**config.mk**
```make
export PLATFORM = sky130hd
export DESIGN_NAME = dff_ram_ctrl
export DESIGN_NICKNAME = d
export VERILOG_FILES = /design/src/rtl/dff_ram_ctrl.sv
export SDC_FILE = /design/constraint.sdc
export NUM_CORES = 1
export LEC_CHECK = 0
export BUFFER_PORTS_ARGS = -buffer_cell sky130_fd_sc_hd__buf_4
export CAP_MARGIN = 15
export CORE_UTILIZATION = 60
export CTS_CLUSTER_DIAMETER = 80
export DETAILED_ROUTE_END_ITERATION = 8
export PLACE_DENSITY = 0.82
export SETUP_SLACK_MARGIN = 0.05
export SKIP_LAST_GASP = 1
export SLEW_MARGIN = 40
export SYNTH_ARGS = -nofsm -noshare
export SYNTH_HDL_FRONTEND = slang
export SYNTH_SLANG_ARGS = --single-unit
```
**constraint.sdc**
```tcl
create_clock -name clk -period 2.5 [get_ports clk]
set_input_delay 0.25 -clock clk [delete_from_list [all_inputs] [get_ports clk]]
set_output_delay 0.25 -clock clk [all_outputs]
set_load 0.1 [all_outputs]
```
**src/rtl/dff_ram_ctrl.sv**
```systemverilog
// Parametrised flip-flop RAM with request/valid access, a one-word-per-cycle clear sweep
// and optional per-word even parity (enabled by defining DFF_RAM_PARITY_EN).
module dff_ram_ctrl #(
    parameter int DATA_W = 8,
    parameter int DEPTH  = 16,
    parameter int ADDR_W = $clog2(DEPTH)
) (
    input  logic              clk,
    input  logic              rst_n,
    input  logic              req,
    input  logic              we,
    input  logic [ADDR_W-1:0] addr,
    input  logic [DATA_W-1:0] wdata,
    input  logic              clr,
    input  logic              perr_inj,
    output logic [DATA_W-1:0] rdata,
    output logic              rvalid,
    output logic              busy,
    output logic              parity_err
);

    // state  | meaning
    // SWEEP  | writing zero to mem[ptr] each cycle, accesses dropped, busy=1
    // READY  | accesses accepted, busy=0
    localparam logic [0:0] S_READY = 1'b0;
    localparam logic [0:0] S_SWEEP = 1'b1;

    localparam logic [ADDR_W-1:0] LAST_PTR = ADDR_W'(DEPTH - 1);
    localparam bit                POW2     = (DEPTH == (1 << ADDR_W));

    logic [0:0]        state;
    logic [ADDR_W-1:0] ptr;
    logic [DATA_W-1:0] mem [DEPTH];
    logic              in_range;
    logic              acc;
    logic              wr_acc;
    logic              rd_acc;
    logic              sweep_wr;

    // Out-of-range addresses only exist when DEPTH is not a power of two.
    generate
        if (POW2) begin : g_full_range
            assign in_range = 1'b1;
        end else begin : g_part_range
            localparam logic [ADDR_W:0] DEPTH_X = ADDR_W'(DEPTH) + (ADDR_W+1)'(0);
            assign in_range = ({1'b0, addr} < DEPTH_X);
        end
    endgenerate

    assign acc      = (state == S_READY) && req && !clr;
    assign wr_acc   = acc && we && in_range;
    assign rd_acc   = acc && !we;
    assign sweep_wr = (state == S_SWEEP) && !clr;
    assign busy     = (state == S_SWEEP);

    always_ff @(posedge clk or negedge rst_n) begin
        if (!rst_n) begin
            state <= S_SWEEP;
            ptr   <= '0;
        end else if (clr) begin
            state <= S_SWEEP;
            ptr   <= '0;
        end else if (state == S_SWEEP) begin
            if (ptr == LAST_PTR) begin
                state <= S_READY;
                ptr   <= '0;
            end else begin
                ptr <= ptr + 1'b1;
            end
        end
    end

    // Storage is deliberately left out of reset; the sweep provides the clearing.
    always_ff @(posedge clk) begin
        if (sweep_wr) begin
            mem[ptr] <= '0;
        end else if (wr_acc) begin
            mem[addr] <= wdata;
        end
    end

    always_ff @(posedge clk or negedge rst_n) begin
        if (!rst_n) begin
            rdata  <= '0;
            rvalid <= 1'b0;
        end else begin
            rvalid <= rd_acc;
            if (rd_acc) begin
                rdata <= in_range ? mem[addr] : '0;
            end
        end
    end

`ifdef DFF_RAM_PARITY_EN
    logic par_mem [DEPTH];

    always_ff @(posedge clk) begin
        if (sweep_wr) begin
            par_mem[ptr] <= 1'b0;
        end else if (wr_acc) begin
            par_mem[addr] <= (^wdata) ^ perr_inj;
        end
    end

    always_ff @(posedge clk or negedge rst_n) begin
        if (!rst_n) begin
            parity_err <= 1'b0;
        end else if (rd_acc) begin
            parity_err <= in_range && ((^mem[addr]) != par_mem[addr]);
        end
    end
`else
    logic unused_perr_inj;
    assign unused_perr_inj = perr_inj;
    assign parity_err      = 1'b0;
`endif

endmodule

```
==> results.toml, run 1 <==
[outcome]
run_status = "finished clean"

[yosys]
synth-seq-area-share_pct = 74.1
synth_edf_count = 128
synth.avg_cell_area_um2 = 19.1
synthMostInstantiatedCell = "edfxtp_1"
synth_cell_type_count = 39
ys.flop_type = "edfxtp_1"
post_syn_nets = 315
seq_cells_post_synth = 142
synthArstFlopShare_pct = 9.86
area_share_of_the_largest_cell_type_after_synthesis_pct = 67.9
synth_common_cells = "edfxtp_1, mux4_2, nor2_1"
ys_warn_count = 0
post-synth-top-area-cell = "edfxtp_1"
synth_area_leaders = "edfxtp_1, mux4_2, dfrtp_1"
syn_area_um2 = 5660
synthesis.instances = 296

[pwr]
max_rail_drop_vdd_mv = 0.526
leakage_nw = 2.56
power.density_nw_per_um2 = 838

[floorplanning]
initial_utilization_pct = 61.6
die_width_um = 99.1
chipHeight_um = 99.1
placement_rows = 35
design.core.area_um2 = 9200
floorplan.io_pins = 29
die_area_um2 = 9830

[grt]
global_route_congestion_overflow_total = 0
grt_pass1_wl_um = 18300
maximum_number_of_pins_on_one_net_before_global_route_repair = 40
vias_in_the_first_global_route = 3222
global_route.usage.total_pct = 26.8
initial_antenna_violation_count = 0

[timing]
rsz0062_at_grt = "no"
final-hold-violation-count = 0
timing.final.setup_violations = 0
max_freq_ghz = 0.469
fin_worst_skew_ps = 7.47
timing.final.crit_share_pct = 85.3
drv_slew = 0
slew_headroom_pct = 46.0
period_needed_ps = 2130
setup_tns_ps = 0
actual_slew_at_the_worst_max_slew_pin_ps = 809

[clocking]
clockBufferDepth = 2
cts_sinks = 142
tritoncts = "done"
post_cts_resized = 0
numCtsBuffers = 17
insertion_delay_ps = 520
cts.reportedPaths.clkPinSlew_ps = 60
htreeDepth = 4
ctsRootBufferMaster = "clkbuf_8"

[route]
drt-pass1-iter-count = 5
vias_per_cell = 6.54
vias = 3061
routed_wl_um = 12000
drt-wirelength-per-cell_um = 25.5
postRouteAntennaNets = 0
drt_first_iter_violations = 395
drc = 0

[min_path]
timing.hold.worst.class = "input pin to asynchronous set/reset pin"

[worst_setup_path]
start_kind = "input pin"
cp_cell_instances = "dlygate4sd3_1, buf_4, nor4bb_2, buf_4, nor2b_1, a32oi_1, nor2_1, buf_4"
cp.arrival_ps = 2350
crit_path_top_delay_cell = "dlygate4sd3_1"
critPathCaptureType = "register"
required_ps = 2720
timing.critical_path.slowest_cell_delay_ps = 540
crit_fanout = 19
path_class = "input pin to register"
critical-path-top-cell-by-count = "buf_4"

[placed_design]
post-dp-hpwl_um = 6580
finalWeightedCongestion = 0.819
place.port_buffers = 26

[finish]
insertedDiodeCount = 0
syn_to_final_growth_pct = 18.5
nets = 363
post_layout_utilization_of_the_core_pct = 73.0
fraction_of_layout_cells_with_a_size_suffix_above_1_pct = 31.7

[job]
maxCapViolCount = 0
[stage by stage]
step	hold slack [ps]	setup slack [ps]	power [mW]	instance area (um^2)	instances
after floorplan	-45.6	48.9	2.84	5660	296
after global placement	113	480	2.91	6040	434
after detailed placement	116	454	2.92	6040	434
after CTS	106	431	5.64	6710	468
after global routing	111	242	5.76	6710	468
final	117	368	5.62	6710	468
[worst paths after layout]
path,start,to,slack [ps],depth (start not counted)
setup reg to reg,busy$_DFF_PN1_,mem[1][3]$_DFFE_PP_,390,6
min in group clk,addr[1],rdata[7]$_DFFE_PN0P_,240,4
setup / recovery,clr,mem[1][3]$_DFFE_PP_,370,8
hold reg to reg,rdata[1]$_DFFE_PN0P_,rdata[1]$_DFFE_PN0P_,500,2
max in group asynchronous,rst_n,busy$_DFF_PN1_,2140,2
hold / removal,rst_n,rdata[4]$_DFFE_PN0P_,120,2
[cell type report]
cell class | instances | area, um^2
clock inverter | 15 | 234
tap | 111 | 139
sequential | 142 | 4200
timing repair buffer | 45 | 343
multi-input combinational | 133 | 1360
clock buffer | 17 | 414
fill | 488 | 2480
inverter | 5 | 31.3
[layer usage]
metal	global-route usage, %	routed length, um	vias up
li1	-	-	1296
met1	34.4	4440	1527
met2	43.4	6050	213
met3	7.24	1140	25
met4	12.3	320	0
met5	0	0	-
[where the power goes]
part           total [mW]  internal (mW)  leakage (nW)  switching [mW]
logic               0.274         0.0990         0.695           0.174
registers            2.61           2.59          1.55          0.0191
clock network        2.74           1.74         0.312           0.997
total                5.62           4.43          2.56            1.19
[logic make-up after synthesis]
kind of cell / count (synthesis) / synth area share (%)
compound gates: 31 / 4.02
xor+xnor: 1 / 0.155
fa+ha+maj: 1 / 0.221
buf+inv: 21 / 2.08
flops: 142 / 74.1
mux: 41 / 13.9
other cells: 1 / 0.0662
simple gates: 58 / 5.44
[flip-flops by register name, indices dropped and copies added (netlist names)]
register / count
busy: 1
rdata: 8
rvalid: 1
mem: 128
ptr: 4
[placed cells by master (no fill, tap or decap), drive strengths merged, types with 2 or more instances in the layout]
master and n:
and3 3, dlygate4sd3 2, bufinv 5, mux4 30, o21ai 4, nor2b 4, mux2i 9, nand3 2
nor3 2, a32oi 9, clkinv 4, mux2 2, o211ai 4, nand2 9, nor3b 2, a31oi 5
a21oi 2, nand2b 2, a2111oi 2, edfxtp 128, inv 9, buf 43, and2 8, a221oi 3
nor2 22, dfrtp 13, clkbuf 17, clkinvlp 2
[timing repair]
item / CTS / global route
hold endpoints to repair: 19 / 0
hold buffers: 2 / 0
setup buffers: 0 / 0
[worst max-delay path: cells and delay by family]
kind | cells | cell delay [ps]
AND/OR/NAND/NOR | 3 | 710
AO/OA/AOI/OAI | 1 | 150
buffers and inverters | 4 | 1240
No activity file was read; power rests on OpenSTA's default activity.
==> inputs of run 2 (changes only) <==
--- a/config.mk
+++ b/config.mk
@@ -7,6 +7,7 @@
 export LEC_CHECK = 0
 export BUFFER_PORTS_ARGS = -buffer_cell sky130_fd_sc_hd__buf_4
 export CAP_MARGIN = 15
+export CORE_ASPECT_RATIO = 0.9
 export CORE_UTILIZATION = 60
 export CTS_CLUSTER_DIAMETER = 80
 export DETAILED_ROUTE_END_ITERATION = 8
==> run 2 against run 1 <==
Net effect:
- sequential power about the same
- clock-buffer cell count unchanged
- critical path depth decreased by 1
- clock skew rose by 0.70 ps
- non-clock buffer count decreased by 9
- sequential cell count did not move
- routed wire length down 5.3%
- largest cell class unchanged
==> results.toml, run 2 (synthesis results as in run 1) <==
[grt]
initial_antenna_violation_count = 0
vias_in_the_first_global_route = 2963
global_route.usage.total_pct = 25.3
global_route_congestion_overflow_total = 0
maximum_number_of_pins_on_one_net_before_global_route_repair = 30
grt_pass1_wl_um = 17000

[finish]
fillers = 519
layout_commonest_cell = "edfxtp_1"
largest_register_ffs = 128
fraction_of_layout_cells_with_a_size_suffix_above_1_pct = 33.0
reg_area_um2 = 4200
multiInputGateArea_um2 = 1390
nets = 354
insertedDiodeCount = 0
biggestRegsByFlops = "mem x128, rdata x8, ptr x4"
most-common-layout-cells = "edfxtp_1, buf_4, mux4_2"
top_register = "mem"
finalNonFillerCells = 470
syn_to_final_growth_pct = 17.3

[pwr]
leakage_nw = 2.48
p_int_mw = 4.22
share_of_power_burned_in_the_clock_network_pct = 46.6
power.total_mw = 5.40
max_rail_drop_vdd_mv = 0.625
combinationalPowerShare_pct = 5.0
power_frac_seq_pct = 48.4
power.density_nw_per_um2 = 813
total_switching_power_mw = 1.18
sw_share_pct = 21.8

[timing]
timing.final.setup_violations = 0
layout_setup_ws_ps = 196
final-hold-violation-count = 0
worst_hold_check_slack_ps = 120
slew_headroom_pct = 41.8
drv_slew = 0
period_needed_ps = 2300
rsz0062_at_grt = "no"
fin_worst_skew_ps = 8.17
max_freq_ghz = 0.434
timing.final.crit_share_pct = 92.2
actual_slew_at_the_worst_max_slew_pin_ps = 870
setup_tns_ps = 0

[clocking]
insertion_delay_ps = 530
clockBufferDepth = 2
ctsRootBufferMaster = "clkbuf_8"
htreeDepth = 4
cts.reportedPaths.clkPinSlew_ps = 60
tritoncts = "done"
post_cts_buffers = 0
numCtsBuffers = 17
cts_sinks = 142

[placed_design]
detailedPlace.worstSlack_ps = 165
finalWeightedCongestion = 0.862
post-dp-hpwl_um = 6640
place.detailed.instances = 436
place.port_buffers = 26

[min_path]
timing.hold.worst.class = "input pin to asynchronous set/reset pin"

[worst_setup_path]
cp.arrival_ps = 2470
cp_cell_instances = "dlygate4sd3_1, buf_4, nor4bb_2, buf_4, nor2b_1, a32oi_1, nor2_2"
crit_fanout = 11
r2r-end = "mem[15][4]$_DFFE_PP_"
critPathCaptureType = "register"
r2r_setup_slack_ps = 230
r2r_start = "busy$_DFF_PN1_"
timing.critical_path.slowest_cell_delay_ps = 550
ff2ff_path_depth = 5
crit_path_top_delay_cell = "nor2_2"
path_class = "input pin to register"
required_ps = 2660
start_kind = "input pin"
critical-path-top-cell-by-count = "buf_4"

[route]
drt-wirelength-per-cell_um = 24.1
routed_wl_um = 11300
vias = 2989
drt_first_iter_violations = 229
drt-pass1-iter-count = 6
vias_per_cell = 6.36
drc = 0
postRouteAntennaNets = 0

[floorplanning]
design.core.area_um2 = 9130
placement_rows = 33
die_width_um = 104
chipHeight_um = 94.2
die_area_um2 = 9830
initial_utilization_pct = 62.0
floorplan.io_pins = 29

[outcome]
run_status = "finished clean"

[job]
maxCapViolCount = 0
==> run 2: changes by cell type in the layout (fill, tap and decap cells not counted), sizes merged <==
cell,before,now
clkinv,4,8
inv,9,8
buf,43,34
bufinv,5,3
clkinvlp,2,1
==> run 2: stage by stage <==
stage | util [%] | cell area, um^2
final | 72.8 | 6640
after global routing | 72.8 | 6640
after CTS | 72.5 | 6620
after detailed placement | 65.7 | 6000
after global placement | 65.6 | 5990
after floorplan | - | 5660
==> run 2: repair_timing <==
action	CTS	global route
endpoints found under the setup margin	0	16
resized for setup	0	2
endpoints found under the hold margin	19	0
hold buffers	2	0
==> run 2: power by group through the flow <==
stage | registers [mW] | clock network [mW] | logic (mW)
after floorplan | 2.70 | 0 | 0.138
after global placement | 2.66 | 0 | 0.255
after detailed placement | 2.66 | 0 | 0.262
after CTS | 2.61 | 2.54 | 0.267
after global routing | 2.61 | 2.63 | 0.286
final | 2.61 | 2.52 | 0.270
==> run 2: worst max-delay path by stage <==
stage / slack (ps) / startpoint / depth (start not counted) / end
2_1_floorplan: 50 / busy$_DFF_PN1_ / 6 / mem[1][0]$_DFFE_PP_
3_3_place_gp: 180 / clr / 6 / mem[6][0]$_DFFE_PP_
3_5_place_dp: 160 / clr / 6 / mem[1][3]$_DFFE_PP_
4_1_cts: 70 / clr / 7 / mem[1][4]$_DFFE_PP_
5_1_grt: 80 / clr / 7 / mem[3][4]$_DFFE_PP_
6_report: 200 / clr / 7 / mem[3][4]$_DFFE_PP_
==> run 2: critical path, delay by kind of cell <==
kind | cells | cell delay, ps
AO/OA/AOI/OAI | 1 | 190
AND/OR/NAND/NOR | 3 | 1090
buffers and inverters | 3 | 930
==> run 2: layer usage <==
layer / wire length, um / vias up / track usage (%)
li1: - / 1281 / -
met1: 4400 / 1527 / 31.8
met2: 5830 / 157 / 42.9
met3: 883 / 24 / 6.66
met4: 203 / 0 / 9.40
met5: 0 / - / 0
==> run 2: area by class of cell <==
| type | instances | area share (%) |
|---|---|---|
| multi-input cells | 133 | 20.9 |
| repair buffers | 36 | 4.15 |
| inverters | 5 | 0.471 |
| flip-flops and latches | 142 | 63.2 |
| clock inverters | 15 | 2.75 |
| well taps | 122 | 2.30 |
| clock buffers | 17 | 6.24 |
==> inputs of run 3 (changes only) <==
--- a/config.mk
+++ b/config.mk
@@ -11,6 +11,7 @@
 export CORE_UTILIZATION = 60
 export CTS_CLUSTER_DIAMETER = 80
 export DETAILED_ROUTE_END_ITERATION = 8
+export GPL_TIMING_DRIVEN = 0
 export PLACE_DENSITY = 0.82
 export SETUP_SLACK_MARGIN = 0.05
 export SKIP_LAST_GASP = 1
==> run 3 against run 2 <==
Net effect:
- clock power down 13%
- first-iteration DRC count up 56%
- setup slack worse by 110 ps
- power down 4.7%
- fmax down 4.5%
- worst hold slack worse by 3.6 ps
==> results.toml, run 3 (synthesis results as in run 1) <==
[grt]
global_route_congestion_overflow_total = 0
global_route.usage.total_pct = 27.9
grt_pass1_wl_um = 18700
maximum_number_of_pins_on_one_net_before_global_route_repair = 17
initial_antenna_violation_count = 0
vias_in_the_first_global_route = 3289

[finish]
layout_commonest_cell = "edfxtp_1"
insertedDiodeCount = 0
reg_area_um2 = 4200
multiInputGateArea_um2 = 1500
fraction_of_layout_cells_with_a_size_suffix_above_1_pct = 35.4
largest_register_ffs = 128
finalNonFillerCells = 486
nets = 371
fillers = 486
syn_to_final_growth_pct = 21.4
post_layout_utilization_of_the_core_pct = 75.3
top_register = "mem"
most-common-layout-cells = "edfxtp_1, mux4_2, buf_4"
biggestRegsByFlops = "mem x128, rdata x8, ptr x4"

[outcome]
run_status = "finished clean"

[route]
routed_wl_um = 12800
drt-pass1-iter-count = 4
drt-wirelength-per-cell_um = 26.2
vias = 3136
postRouteAntennaNets = 0
vias_per_cell = 6.45
drt_first_iter_violations = 357
drc = 0

[pwr]
leakage_nw = 2.52
power.density_nw_per_um2 = 748
max_rail_drop_vdd_mv = 0.803
power.total_mw = 5.14

[clocking]
htreeDepth = 4
numCtsBuffers = 17
cts_sinks = 142
ctsRootBufferMaster = "clkbuf_8"
clockBufferDepth = 2
insertion_delay_ps = 530
tritoncts = "done"
cts.reportedPaths.clkPinSlew_ps = 60

[worst_setup_path]
critical-path-top-cell-by-count = "clkbuf_1"
ff2ff_path_depth = 8
critPathCaptureType = "register"
crit_fanout = 10
cp_cell_instances = "buf_4, clkbuf_1, clkbuf_1, nor2b_1, a32oi_2, clkbuf_2, nor2_4, buf_12"
timing.critical_path.buf_inv = 5
r2r_start = "busy$_DFF_PN1_"
required_ps = 2790
cp.arrival_ps = 2700
r2r-end = "mem[1][4]$_DFFE_PP_"
start_kind = "input pin"
path_class = "input pin to register"
r2r_setup_slack_ps = 140
crit_path_top_delay_cell = "clkbuf_1"
timing.critical_path.slowest_cell_delay_ps = 690
critical_path.top_delay_family = "buffers and inverters"

[timing]
final-hold-violation-count = 0
max_freq_ghz = 0.414
layout_setup_ws_ps = 86.9
drv_slew = 0
setup_tns_ps = 0
slew_headroom_pct = 26.2
actual_slew_at_the_worst_max_slew_pin_ps = 1110
period_needed_ps = 2410
timing.final.crit_share_pct = 96.5
timing.final.setup_violations = 0
fin_worst_skew_ps = 6.17

[floorplanning]
chipHeight_um = 94.2
die_area_um2 = 9830
placement_rows = 33
die_width_um = 104
design.core.area_um2 = 9130
initial_utilization_pct = 62.0
floorplan.io_pins = 29

[placed_design]
place.port_buffers = 24
finalWeightedCongestion = 0.900
post-dp-hpwl_um = 7200
place.detailed.instances = 442
detailedPlace.worstSlack_ps = -423

[job]
maxCapViolCount = 0

[min_path]
timing.hold.worst.class = "input pin to asynchronous set/reset pin"
==> run 3: cell types whose count changed in the layout (fill, tap and decap cells not counted), moves of 7 or more <==
cell      change
buf_12        +9
buf_4         -7
clkbuf_1      +9
nor2_2       -13
nor2_4       +16
==> run 3: worst max-delay path by stage <==
stage | startpoint | to | slack, ps | cells after the start
finish | addr[2] | mem[8][4]$_DFFE_PP_ | 90 | 8
global route | busy$_DFF_PN1_ | mem[1][4]$_DFFE_PP_ | -10 | 8
CTS | busy$_DFF_PN1_ | mem[7][1]$_DFFE_PP_ | -120 | 5
detailed placement | addr[2] | mem[5][0]$_DFFE_PP_ | -420 | 5
global placement | addr[2] | mem[5][5]$_DFFE_PP_ | -320 | 5
floorplan | busy$_DFF_PN1_ | mem[1][0]$_DFFE_PP_ | 50 | 6
==> run 3: per-layer routing <==
metal / track usage (%) / wire length (um) / vias to the layer above / share of wire, %
met1: 34.2 / 4850 / 1582 / 38
met2: 45.5 / 6180 / 198 / 48
li1: - / - / 1314 / -
met4: 15.6 / 574 / 0 / 4.5
met5: 0 / 0 / - / 0
met3: 7.98 / 1150 / 42 / 9.0
==> run 3: final cells by class <==
class / instances / area share, %
Sequential cell: 142 / 61.0
Timing Repair Buffer: 37 / 5.68
Buffer: 16 / 1.33
Tap cell: 122 / 2.22
Inverter: 5 / 0.455
Clock buffer: 19 / 6.14
Clock inverter: 12 / 1.29
Multi-Input combinational cell: 133 / 21.8
==> run 3: worst register-to-register path, cell delays in order (launching register included) <==
cell      delay [ps]
dfstp_2          370
buf_4            160
nor4bb_1         280
buf_4            240
nor2b_1          270
a32oi_1          190
buf_2            260
nor2_4           150
buf_12           150
==> run 3: through the flow <==
step           cell area, um^2  hold WS, ps
4_1_cts                   6770          106
3_5_place_dp              6000          113
6_report                  6870          116
3_3_place_gp              5990          112
5_1_grt                   6870          117
2_1_floorplan             5660        -45.6
==> run 3: power by group <==
group,switching (mW),internal [mW]
logic,0.209,0.120
clock network,0.979,1.22
registers,0.0197,2.59
total,1.21,3.93
==> run 3: timing repair <==
action | in CTS | in global routing
buffers inserted | 8 | 1
pin swaps | 8 | 1
gates resized for setup | 22 | 15
setup endpoints to repair | 112 | 256
endpoints found under the hold margin | 19 | 0
hold buffers | 2 | 0
